--- config.mk ---
export PLATFORM = sky130hd
export DESIGN_NAME = marquee_seq_loader
export DESIGN_NICKNAME = d
export VERILOG_FILES = /design/src/rtl/marquee_pkg.sv /design/src/rtl/btn_debounce.sv /design/src/rtl/marquee_seq_loader.sv
export SDC_FILE = /design/constraint.sdc
export NUM_CORES = 1
export LEC_CHECK = 0
export CAP_MARGIN = 0
export CORE_ASPECT_RATIO = 0.6
export CORE_MARGIN = 10
export CORE_UTILIZATION = 35
export DETAILED_ROUTE_END_ITERATION = 12
export HOLD_SLACK_MARGIN = 0.05
export PLACE_DENSITY = 0.55
export SLEW_MARGIN = 0
export SYNTH_ARGS = -nofsm -noshare
export SYNTH_HDL_FRONTEND = slang
export SYNTH_SLANG_ARGS = --single-unit
--- constraint.sdc ---
create_clock -name sys_clk -period 5.2 [get_ports sys_clk]
set_clock_uncertainty 0.15 [all_clocks]
set_input_delay 0.52 -clock sys_clk [delete_from_list [all_inputs] [get_ports sys_clk]]
set_output_delay 0.52 -clock sys_clk [all_outputs]
set_load 0.02 [all_outputs]
--- src/rtl/marquee_pkg.sv ---
// rtl/marquee_pkg.sv - shared state encoding and default sizing for the marquee sequence loader
package marquee_pkg;

    typedef enum logic [1:0] {
        RUN   = 2'd0,
        PAUSE = 2'd1,
        ENTRY = 2'd2
    } ld_state_t;

    localparam int N_DEF     = 32;
    localparam int WIDTH_DEF = 4;
    localparam int DIGITS    = N_DEF / WIDTH_DEF;
    localparam int CNT_W     = $clog2(DIGITS) + 1;

endpackage

--- src/rtl/btn_debounce.sv ---
// rtl/btn_debounce.sv - 2-FF synchroniser, stability counter and rising-edge press pulse
module btn_debounce #(
    parameter int DEB_CYCLES = 1_000_000
) (
    input  logic sys_clk,
    input  logic sys_rst,
    input  logic raw_i,
    output logic level_o,
    output logic pulse_o
);

    localparam int CW = $clog2(DEB_CYCLES + 1);

    logic          sync1_q;
    logic          sync2_q;
    logic          level_q;
    logic          pulse_q;
    logic [CW-1:0] cnt_q;

    // The counter only runs while the synchronised level disagrees with the accepted
    // level; any bounce back to the accepted level restarts the stability window.
    always_ff @(posedge sys_clk) begin
        if (sys_rst) begin
            sync1_q <= 1'b0;
            sync2_q <= 1'b0;
            level_q <= 1'b0;
            pulse_q <= 1'b0;
            cnt_q   <= '0;
        end else begin
            sync1_q <= raw_i;
            sync2_q <= sync1_q;
            pulse_q <= 1'b0;
            if (sync2_q == level_q) begin
                cnt_q <= '0;
            end else if (cnt_q == CW'(DEB_CYCLES - 1)) begin
                level_q <= sync2_q;
                pulse_q <= sync2_q;
                cnt_q   <= '0;
            end else begin
                cnt_q <= cnt_q + 1'b1;
            end
        end
    end

    assign level_o = level_q;
    assign pulse_o = pulse_q;

endmodule

--- src/rtl/marquee_seq_loader.sv ---
// rtl/marquee_seq_loader.sv - digit entry FSM feeding the marquee seq/enable inputs
module marquee_seq_loader
    import marquee_pkg::*;
#(
    parameter int           N          = 32,
    parameter int           WIDTH      = 4,
    parameter int           DEB_CYCLES = 1_000_000,
    parameter logic [N-1:0] INIT_SEQ   = 32'h0123_4567
) (
    input  logic                       sys_clk,
    input  logic                       sys_rst,
    input  logic [WIDTH-1:0]           digit_in,
    input  logic                       btn_push,
    input  logic                       btn_clear,
    input  logic                       btn_run,
    output logic [N-1:0]               seq,
    output logic                       enable,
    output logic                       entry_mode,
    output logic [$clog2(N/WIDTH):0]   digit_cnt
);

    localparam int DIGITS_L = N / WIDTH;
    localparam int CW       = $clog2(DIGITS_L) + 1;

    logic push_pulse, clear_pulse, run_pulse;
    logic [WIDTH-1:0] digit_s1_q, digit_s2_q;

    btn_debounce #(.DEB_CYCLES(DEB_CYCLES)) u_deb_push (
        .sys_clk(sys_clk), .sys_rst(sys_rst), .raw_i(btn_push),
        .level_o(), .pulse_o(push_pulse)
    );
    btn_debounce #(.DEB_CYCLES(DEB_CYCLES)) u_deb_clear (
        .sys_clk(sys_clk), .sys_rst(sys_rst), .raw_i(btn_clear),
        .level_o(), .pulse_o(clear_pulse)
    );
    btn_debounce #(.DEB_CYCLES(DEB_CYCLES)) u_deb_run (
        .sys_clk(sys_clk), .sys_rst(sys_rst), .raw_i(btn_run),
        .level_o(), .pulse_o(run_pulse)
    );

    ld_state_t         state_q, state_d;
    logic [N-1:0]      stage_q, stage_d;
    logic [N-1:0]      committed_q, committed_d;
    logic [CW-1:0]     cnt_q, cnt_d;
    logic [N-1:0]      seq_q, seq_d;
    logic              enable_q, enable_d;
    logic              entry_q, entry_d;

    logic [N-1:0]      base_stage, pushed_stage;
    logic [CW-1:0]     base_cnt, pushed_cnt;

    always_ff @(posedge sys_clk) begin
        if (sys_rst) begin
            digit_s1_q  <= '0;
            digit_s2_q  <= '0;
            state_q     <= RUN;
            stage_q     <= '0;
            committed_q <= INIT_SEQ;
            cnt_q       <= '0;
            seq_q       <= INIT_SEQ;
            enable_q    <= 1'b1;
            entry_q     <= 1'b0;
        end else begin
            digit_s1_q  <= digit_in;
            digit_s2_q  <= digit_s1_q;
            state_q     <= state_d;
            stage_q     <= stage_d;
            committed_q <= committed_d;
            cnt_q       <= cnt_d;
            seq_q       <= seq_d;
            enable_q    <= enable_d;
            entry_q     <= entry_d;
        end
    end

    // A push from RUN/PAUSE behaves like a push into an empty stage, so one path
    // handles both the first digit and the full-stage auto-commit.
    always_comb begin
        state_d      = state_q;
        stage_d      = stage_q;
        committed_d  = committed_q;
        cnt_d        = cnt_q;
        base_stage   = (state_q == ENTRY) ? stage_q : '0;
        base_cnt     = (state_q == ENTRY) ? cnt_q : '0;
        pushed_stage = {base_stage[N-WIDTH-1:0], digit_s2_q};
        pushed_cnt   = base_cnt + 1'b1;

        if (clear_pulse) begin
            if (state_q == ENTRY) begin
                stage_d = '0;
                cnt_d   = '0;
            end else begin
                committed_d = INIT_SEQ;
            end
        end else if (run_pulse) begin
            case (state_q)
                RUN:   state_d = PAUSE;
                PAUSE: state_d = RUN;
                default: begin
                    if (cnt_q != '0) begin
                        committed_d = stage_q;
                    end
                    cnt_d   = '0;
                    state_d = RUN;
                end
            endcase
        end else if (push_pulse) begin
            stage_d = pushed_stage;
            if (pushed_cnt == CW'(DIGITS_L)) begin
                committed_d = pushed_stage;
                cnt_d       = '0;
                state_d     = RUN;
            end else begin
                cnt_d   = pushed_cnt;
                state_d = ENTRY;
            end
        end

        seq_d    = (state_d == ENTRY) ? stage_d : committed_d;
        enable_d = (state_d == RUN);
        entry_d  = (state_d == ENTRY);
    end

    assign seq        = seq_q;
    assign enable     = enable_q;
    assign entry_mode = entry_q;
    assign digit_cnt  = cnt_q;

endmodule

==> impl_metrics.csv <==
group,metric,value,unit
timing,setup-violations-final,0,
pwr,p_clk_share,48.0,%
clock_tree,cts.clk_slew.worst_paths,0.07,ns
clock_tree,clockRootBuffer,"clkbuf_16",
timing,setup_tns,0,ns
layout,synthToLayoutAreaGrowth,16.2,%
timing,post-route-period-util,66.8,%
synthesis,async_flop_share,0,%
worst_setup_path,crit_family,"simple AND/OR/NAND/NOR gates",
floorplan,placement_rows,42,
clock_tree,ctsHoldBuffers,0,
clock_tree,post_cts.repair.setup_buffers,0,
global_routing,first_global_vias,5705,
detailed_routing,num_vias,6036,
worst_setup_path,max_stage_delay,0.75,ns
pwr,p_seq_share,50.7,%
synthesis,synth-seq-cells,184,
floorplan,die_h,135,um
layout,final_nets,874,
worst_setup_path,path_buf_inv,2,
synthesis,synth_fp_nets,852,
synthesis,avgSynthCellArea,9.24,um^2
layout,fin_util,41.1,%
synthesis,syn-cell-area,7760,um^2
placed_design,dpl.hpwl,12.5,mm
timing,period_needed,3.47,ns
global_routing,grt_usage,13.7,%
pwr,p_sw,0.000616,W
layout,final_cell_mix,"dfxtp_1, nor2_1, nand2_1",
timing,worst_slew_margin_rel,24.8,%
layout,fill_cells,2150,
worst_setup_path,cp-start-kind,"register",
hold_path,hp-class,"reg -> reg",
detailed_routing,ant_nets,0,
layout,final_common_cell,"dfxtp_1",
detailed_routing,drt_wl_total,19.1,mm
clock_tree,cts_buffers,17,
synthesis,synthDistinctLibCells,62,
timing,tightest_slew,1.12,ns
pwr,swShare,22.0,%
layout,drive_gt1_share,7.09,%
worst_setup_path,worstPathRequired,5.30,ns
pwr,pwr_density_cell,310,nW/um^2
placed_design,gp_congestion,0.820,
clock_tree,clk_latency,0.44,ns
global_routing,grt_start_max_net_pins,64,
clock_tree,cts_tree,"done",
worst_setup_path,worstReg2RegStart,"state_q[1]",
worst_setup_path,crit_chain,"and2b_1, nand2_1, inv_1, ha_1, and4b_4, o211a_1, buf_4, mux2i_1, a222oi_1, a211oi_1",
worst_setup_path,arrival,3.57,ns
layout,num_antenna_cells,0,
clock_tree,clock-sinks,184,
worst_setup_path,path_max_fanout,23,
run_status,status,"finished, final reports clean",
job,drv_cap,0,
global_routing,grt.overflow.total,0,
timing,slew_violations,0,
detailed_routing,wl_per_cell,16.5,um
timing,max_freq,288,MHz
floorplan,core-area,21900,um^2
pwr,peakVddDrop,0.235,mV
worst_setup_path,critPathSlowestCell,"and2b_1",
detailed_routing,viasPerCell,5.20,
floorplan,ios,47,
worst_setup_path,path_class,"reg -> reg",
detailed_routing,initialDrtViolationCount,592,
synthesis,synth.yosys.seq_area_share,47.5,%
floorplan,initial_core_util,35.4,%
worst_setup_path,worstSetupEndpointType,"register",
synthesis,synth-edff-count,0,
synthesis,synth_cells,839,
timing,fin_ws,1.73,ns
global_routing,antenna_found_initial,0,
placed_design,dpl_worst_slack,1.76,ns
pwr,power_frac_comb,1.3,%
worst_setup_path,startpoint,"state_q[1]",
clock_tree,clk_path_buf_depth,2,
detailed_routing,remaining_drc_errors,0,
global_routing,grt_pass1_wl,31.5,mm
detailed_routing,detail_route.first_pass.iterations,7,
clock_tree,cts_resized,0,
clock_tree,h-tree-depth,4,
pwr,power.leakage,3.03,nW
hold_path,hold_start,"u_deb_clear.sync1_q",
synthesis,ys_warn_count,0,
floorplan,dieArea,28700,um^2
timing,hold_viol,0,
floorplan,dieWidth,212,um
placed_design,io_buffers,46,
pwr,p_int,0.00218,W
timing,rsz0062_at_grt,"no",
synthesis,yosys_most_used_dff,"dfxtp_1",
==> through the flow <==
step                cell area, um^2  power, W  instances  hold WS, ns
CTS                            9010   0.00283       1160        0.294
global placement               8400   0.00149       1128        0.266
global route                   9010   0.00289       1160        0.318
floorplan                      7760   0.00147        839        0.264
detailed placement             8400   0.00149       1128        0.277
finish                         9010   0.00279       1160        0.292
==> area by class of cell <==
cell class	count	area (um^2)	area share [%]
multi-input combinational	577	3730	41.4
sequential	184	3680	40.9
timing repair buffer	57	541	6.00
clock buffer	20	457	5.07
tap	286	358	3.97
clock inverter	12	153	1.69
inverter	24	90.1	1.00
==> power groups by stage <==
stage / clock network (W) / registers (W) / logic, W
finish: 0.00134 / 0.00142 / 0.0000357
CTS: 0.00138 / 0.00142 / 0.0000361
global route: 0.00143 / 0.00142 / 0.0000400
global placement: 0 / 0.00145 / 0.0000362
detailed placement: 0 / 0.00145 / 0.0000361
floorplan: 0 / 0.00145 / 0.0000237
==> cell families after synthesis <==
kind of cell | share of synthesized area, %
adders and majority gates | 0.645
AOI/OAI and AO/OA | 15.6
DFF | 47.5
buffers and inverters | 4.60
xor gates and xnor gates | 6.44
muxes | 4.40
and+or+nand+nor | 20.8
==> path summary, 6_finish.rpt <==
path                                             to  slack, ns  cells past startpoint
worst max-delay path                        seq[25]       1.73                     10
worst min-delay path            u_deb_clear.sync2_q       0.29                      1
worst max register to register              seq[25]       1.73                     10
worst min register to register  u_deb_clear.sync2_q       0.29                      1
==> cells in the mapped netlist (2+ instances only) <==
library cell	instances	share of area, %
nand4_1	12	0.97
buf_1	2	0.097
buf_6	2	0.29
or4_1	2	0.19
a222oi_1	12	1.5
or2_2	2	0.16
nor4b_1	10	1.1
ha_1	4	0.65
o311ai_1	8	0.90
and2_1	9	0.73
a21oi_1	15	0.97
mux2_2	9	1.3
a211oi_1	12	1.2
xnor2_1	35	4.0
nor2b_1	17	1.4
or4b_1	2	0.26
o22a_1	6	0.68
and4_1	6	0.68
nand2_1	46	2.2
nor3_1	16	1.0
o31a_1	4	0.45
nor2_1	127	6.1
o21ai_0	18	1.2
clkbuf_1	27	1.3
a22o_1	7	0.79
buf_4	2	0.19
a22oi_1	29	2.8
nand3_1	28	1.8
o2bb2ai_1	12	1.4
a31oi_1	10	0.81
inv_1	23	1.1
xor2_1	22	2.5
o21ai_1	7	0.45
dfxtp_1	184	47
o311ai_0	2	0.23
mux2i_1	24	3.1
buf_2	20	1.3
nor4_1	9	0.73
a21o_1	9	0.87
or3_1	3	0.24
nor3b_1	13	1.3
and3_1	12	0.97
==> registers in the layout, indices dropped and copies added, names as in the netlist, 2 cells and up <==
signal and flops:
committed_q 32, seq 32, stage_q 32, u_deb_clear.cnt_q 20
u_deb_push.cnt_q 20, u_deb_run.cnt_q 20, digit_cnt 4, digit_s1_q 4
digit_s2_q 4, state_q 2
==> routing by layer <==
layer / vias to the layer above / wire length, um / global-route usage [%]
li1: 3035 / - / -
met1: 2840 / 10700 / 21.3
met2: 151 / 7270 / 17.7
met3: 10 / 1030 / 3.21
met4: 0 / 160 / 4.17
met5: - / 0 / 0
No activity file was read; power rests on OpenSTA's default activity.
